--- src/rtl/bit4_rca_pkg.sv ---
// Shared constants for the ripple-carry adder leaf.
package bit4_rca_pkg;

  localparam int RCA_WIDTH = 4;

endpackage

--- src/rtl/bit4_rca_full_adder.sv ---
// Single-bit full adder; stages are chained through their carries by bit4_rca.
module full_adder (
  input  logic a,
  input  logic b,
  input  logic ci,
  output logic s,
  output logic co
);

  assign s  = a ^ b ^ ci;
  assign co = (a & b) | (a & ci) | (b & ci);

endmodule

--- src/rtl/bit4_rca.sv ---
// Registered ripple-carry adder: {cout,sum} = a + b + cin, one cycle after in_valid.
module bit4_rca
  import bit4_rca_pkg::*;
#(
  parameter int WIDTH = RCA_WIDTH
) (
  input  logic             clk,
  input  logic             rst,
  input  logic [WIDTH-1:0] a,
  input  logic [WIDTH-1:0] b,
  input  logic             cin,
  input  logic             in_valid,
  output logic [WIDTH-1:0] sum,
  output logic             cout,
  output logic             out_valid
);

  logic [WIDTH:0]   carry;
  logic [WIDTH-1:0] sum_comb;

  logic [WIDTH-1:0] sum_q, sum_d;
  logic             cout_q, cout_d;
  logic             valid_q, valid_d;

  assign carry[0] = cin;

  for (genvar i = 0; i < WIDTH; i++) begin : g_stage
    full_adder u_fa (
      .a  (a[i]),
      .b  (b[i]),
      .ci (carry[i]),
      .s  (sum_comb[i]),
      .co (carry[i+1])
    );
  end

  // Result holds across idle cycles; only the valid flag drops.
  always_comb begin
    sum_d   = sum_q;
    cout_d  = cout_q;
    valid_d = 1'b0;
    if (in_valid) begin
      sum_d   = sum_comb;
      cout_d  = carry[WIDTH];
      valid_d = 1'b1;
    end
  end

  always_ff @(posedge clk) begin
    if (rst) begin
      sum_q   <= '0;
      cout_q  <= 1'b0;
      valid_q <= 1'b0;
    end else begin
      sum_q   <= sum_d;
      cout_q  <= cout_d;
      valid_q <= valid_d;
    end
  end

  assign sum       = sum_q;
  assign cout      = cout_q;
  assign out_valid = valid_q;

endmodule

--- config.mk ---
export PLATFORM = sky130hd
export DESIGN_NAME = bit4_rca
export DESIGN_NICKNAME = d
export VERILOG_FILES = /design/src/rtl/bit4_rca_pkg.sv /design/src/rtl/bit4_rca_full_adder.sv /design/src/rtl/bit4_rca.sv
export SDC_FILE = /design/constraint.sdc
export NUM_CORES = 1
export LEC_CHECK = 0
export CORE_AREA = 3 3 40 42
export DETAILED_ROUTE_END_ITERATION = 12
export DIE_AREA = 0 0 43 45
export DONT_BUFFER_PORTS = 1
export PLACE_DENSITY = 0.5
export RECOVER_POWER = 100
export SLEW_MARGIN = 10
export SYNTH_ARGS = -nofsm -noshare
export SYNTH_HDL_FRONTEND = slang
export SYNTH_SLANG_ARGS = --single-unit
--- constraint.sdc ---
create_clock -name clk -period 1.8 [get_ports clk]
set_input_delay 0.18 -clock clk [delete_from_list [all_inputs] [get_ports clk]]
set_output_delay 0.18 -clock clk [all_outputs]
set_load 0.05 [all_outputs]
=== Word-level counts from Yosys, hierarchy flattened ===
Index checks and enable logic that the tools add are counted.
W data, S select, Z words.

* Muxes and demuxes: 1
* Bitwise logic cells: 28

{| class="wikitable"
|+ Operators by type and width
! operator !! count
|-
| $and A1 B1 Y1 || 12
|-
| $or A1 B1 Y1 || 8
|-
| $xor A1 B1 Y1 || 8
|-
| $mux W1 || 1
|}

* Register bits: 6
* Output and inout port bits: 6

=== Longest topological paths before layout ===
* Depth after elaboration: 12
* Mapped depth: 8

=== Hierarchy ===
From an unflattened synthesis, not the netlist that was laid out.

* Cell total of the unflattened synthesis: 22
* Area, all modules: 286.5 sq um

{| class="wikitable"
|+ By module, submodules not included
! module !! times used !! cells an instance !! area each (sq um) !! sequential area each (sq um)
|-
| bit4_rca || 1 || 18 || 206.4 || 120.1
|-
| full_adder || 4 || 1 || 20.0 || 0.0
|}

=== Least setup slack after synthesis ===
No wires, ideal clock.

* Path kind: in2reg
* From: in a[0]
* To: reg sum_q[3] (netlist: sum[3])
* Data arrival time: 1.838 ns
* Required time: 1.721 ns
* Setup slack: -0.117 ns
* Stages: 8
* Cells stage by stage: inv_1 -> fa_1 -> inv_1 -> fa_1 -> fa_1 -> inv_1 -> fa_1 -> a211oi_2

* Cells in the longest elaborated chain, start to end: 10
* Elaborated cells on any way between the ends: 13

{| class="wikitable"
|+ RTL lines
! what !! RTL line !! text
|-
| start, declared || bit4_rca.sv:9 || <nowiki>input logic [WIDTH-1:0] a,</nowiki>
|-
| $and A1 B1 Y1 || bit4_rca_full_adder.sv:11 || <nowiki>assign co = (a & b) | (a & ci) | (b & ci);</nowiki>
|-
| $or A1 B1 Y1 (*) (2 in a row) || bit4_rca_full_adder.sv:11 ||
|-
| $and A1 B1 Y1 || bit4_rca_full_adder.sv:11 ||
|-
| $or A1 B1 Y1 || bit4_rca_full_adder.sv:11 ||
|-
| $or A1 B1 Y1 (*) || bit4_rca_full_adder.sv:11 ||
|-
| $and A1 B1 Y1 || bit4_rca_full_adder.sv:11 ||
|-
| $or A1 B1 Y1 || bit4_rca_full_adder.sv:11 ||
|-
| $or A1 B1 Y1 (*) || bit4_rca_full_adder.sv:11 ||
|-
| $xor A1 B1 Y1 (*) || bit4_rca_full_adder.sv:10 || <nowiki>assign s = a ^ b ^ ci;</nowiki>
|-
| end signal, assigned || bit4_rca.sv:55 || <nowiki>sum_q <= sum_d;</nowiki>
|-
| end, declared || bit4_rca.sv:21 || <nowiki>logic [WIDTH-1:0] sum_q, sum_d;</nowiki>
|}

Every way passes the cells marked *; elsewhere a longest branch is shown, timed or not.
A chain may end at the register's enable or synchronous reset.

=== Worst setup path after layout ===
Same ends and word-level chain as after synthesis.

==> results_dict.tcl <==
set metrics [dict create \
    hold-worst-slack_ns 0.0347 \
    detail_route.iter0.violations 2 \
    power.leakage_nw 0.164 \
    cell_internal_pwr_mw 0.246 \
    cts_clk_pin_slew_worst_paths_ns 0.04 \
    area_taken_by_multi_input_logic_gates_sq_um 165 \
    critical_path.cell_chain "inv_1, fa_1, inv_1, fa_2, fa_2, inv_2, fa_1, a211oi_2" \
    period_share_pct 89.7 \
    num_antenna_cells 0 \
    tns_ns 0 \
    drt_drc_violations_left 0 \
    clock_sinks 6 \
    gp_congestion 0.587 \
    grt_antenna_before_repair 0 \
    period_minus_slack_ns 1.62 \
    largest_net_degree_at_the_start_of_global_routing 10 \
    worst_ep_required_time_ns 1.96 \
    post_cts.resized_instances 0 \
    cell_area_reported_after_detailed_placement_sq_um 335 \
    cts_max_path_buffers 2 \
    worstMarginPinSlew_ns 0.539 \
    hpwl_um 489 \
    area.sequential_sq_um 120 \
    die_y_um 45 \
    timing.critical_path.to_type "register" \
    skew_ns 0 \
    final_layout_size_suffix_gt1_share_pct 27.3 \
    critical_path.n_buffers_inverters 3 \
    minimum_setup_slack_after_placement_ns -0.0901 \
    cts-buffers-inserted 3 \
    achievable_freq_mhz 619 \
    syn_nets 45 \
    crit_arrival_ns 1.78 \
    finish.cell_count_without_fillers 48 \
    post-place-cells 43 \
    areaGrowthSynthToFinish_pct 15.5 \
    boundaryPins 18 \
    path_delay_family "adder cells" \
    path_type_of_the_worst_setup_path "in -> reg" \
    drt-wirelength-per-cell_um 12.3 \
    detailroute.via_count 215 \
    synthesis.yosys.warnings 0 \
    syn_avg_cell_area_sq_um 11.1 \
    power.clock.fraction_pct 33.7 \
    clk_root_buffer_cell "clkbuf_4" \
    cts_hold_buf 1 \
    tritoncts "built" \
    global_route.overflow_total 0 \
    maxCapViolations 0 \
    distinct_cell_type_count_of_the_synthesized_netlist 9 \
    seqPwrFrac_pct 53.3 \
    ir_worst_vdd_uv 317 \
    worst_path_largest_cell_delay_ns 0.42 \
    hold_viol_final 0 \
    setup_repair_after_global_routing_missed_its_margin "false" \
    critPathMaxFanout 1 \
    ys_ff_latch 6 \
    route.antenna.remaining_nets 0 \
    finalWorstSetupSlack_ns 0.185 \
    outcome "complete, no violations" \
    net-switching-power_mw 0.119 \
    worstSkewPairLatency_ns 0.24 \
    design.die.area_sq_um 1940 \
    global_route_wire_length_before_repair_mm 1.09 \
    chipWidth_um 43 \
    ctsHtreeMaxLevel 1 \
    num-nets-final 51 \
    number_of_rows_in_the_core_area 13 \
    finish.instance_area_sq_um 373 \
    track_usage_pct 8.55 \
    cts.repair_timing.setup_buffer_count 0 \
    power.density_nw_per_um2 979 \
    netlist_area_sq_um 323 \
    syn_inst 29 \
    setup_viol_count_final 0 \
    fill_cells 145 \
    avgViaCountPerCell 4.48 \
    first_global_vias 240 \
    worstHoldPathType "in -> reg" \
    timing_max_transition_violations_final 0 \
    synth_seq_area_share_pct 37.2 \
    power_frac_comb_pct 13.0 \
    first_pass_iters 2 \
    core-area_sq_um 1280 \
    cp_max_stage_cell "fa_1" \
    port_buffers 0 \
    p_sw_share_pct 32.6 \
    initial_core_utilization_pct 25.1 \
    wl_final_um 591 \
    slew_headroom_pct 64.0 \
    kind_of_start_point_of_the_critical_path "input pin" \
]
## final cells by class
cell class,count,share of cell area (%)
multi-input cells,15,44.3
flip-flops and latches,6,32.2
inverters,7,7.05
clock buffers,3,6.04
repair buffers,2,5.37
well taps,15,5.03
## cell families after synthesis
| kind of cell | share of synthesized area [%] |
|---|---|
| simple gates | 8.53 |
| flops | 37.2 |
| mux | 6.20 |
| buf+inv | 11.6 |
| compound gates | 11.6 |
| fa+ha+maj | 24.8 |
## cells in the final DEF (no fill, tap or decap)
| cell type | netlist | final |
|---|---|---|
| inv_1 | 7 | 6 |
| nor2_1 | 4 | 4 |
| a211oi_1 | 0 | 1 |
| fa_2 | 0 | 2 |
| clkbuf_4 | 0 | 3 |
| dfxtp_1 | 6 | 6 |
| inv_2 | 0 | 1 |
| dlygate4sd3_1 | 0 | 2 |
| mux2i_1 | 2 | 2 |
| nor2b_1 | 1 | 1 |
| fa_1 | 4 | 2 |
| a211oi_2 | 3 | 2 |
| nor2_2 | 1 | 1 |
## per-layer routing
| metal | GRT usage (%) | wire length (um) | vias to the layer above |
|---|---|---|---|
| met4 | 7.23 | 0 | 0 |
| met5 | 0 | 0 | - |
| li1 | - | - | 97 |
| met1 | 6.88 | 209 | 106 |
| met2 | 12.6 | 298 | 12 |
| met3 | 7.97 | 83 | 0 |
## synth_stat cells
cell,instances,share of area [%]
nor2b_1,1,1.9
inv_1,7,8.1
a211oi_2,3,12
fa_1,4,25
buf_6,1,3.5
dfxtp_1,6,37
mux2i_1,2,6.2
nor2_2,1,1.9
nor2_1,4,4.6
## metrics by stage
step                      power, mW  utilization [%]
after floorplan               0.238                -
after CTS                     0.376             28.6
after detailed placement      0.243             26.1
after global placement        0.241             26.1
after global routing          0.401             29.0
final                         0.365             29.0
## power by group through the flow
| stage | clock network (mW) | logic (mW) | registers [mW] |
|---|---|---|---|
| 5_1_grt | 0.148 | 0.0567 | 0.196 |
| 6_report | 0.123 | 0.0476 | 0.195 |
| 4_1_cts | 0.131 | 0.0493 | 0.195 |
| 3_5_place_dp | 0 | 0.0450 | 0.198 |
| 3_3_place_gp | 0 | 0.0431 | 0.197 |
| 2_1_floorplan | 0 | 0.0433 | 0.195 |
## state kept, by name, summed over array words and instances (netlist names)
signal and flops:
sum 4, out_valid 1, cout 1
## worst paths after layout
path / startpoint / cells after the start / to / slack (ns)
setup / recovery: a[0] / 8 / sum[3] / 0.18
hold / removal: in_valid / 1 / sum[3] / 0.03
setup reg to reg: sum[0] / 2 / sum[0] / 0.77
hold reg to reg: sum[0] / 2 / sum[0] / 0.73
## worst register-to-register path, cell delays in order, from the launching register on
cell and delay, ns:
dfxtp_1 0.65, nor2_2 0.05, a211oi_1 0.24
(Power assumes the default switching activity.)
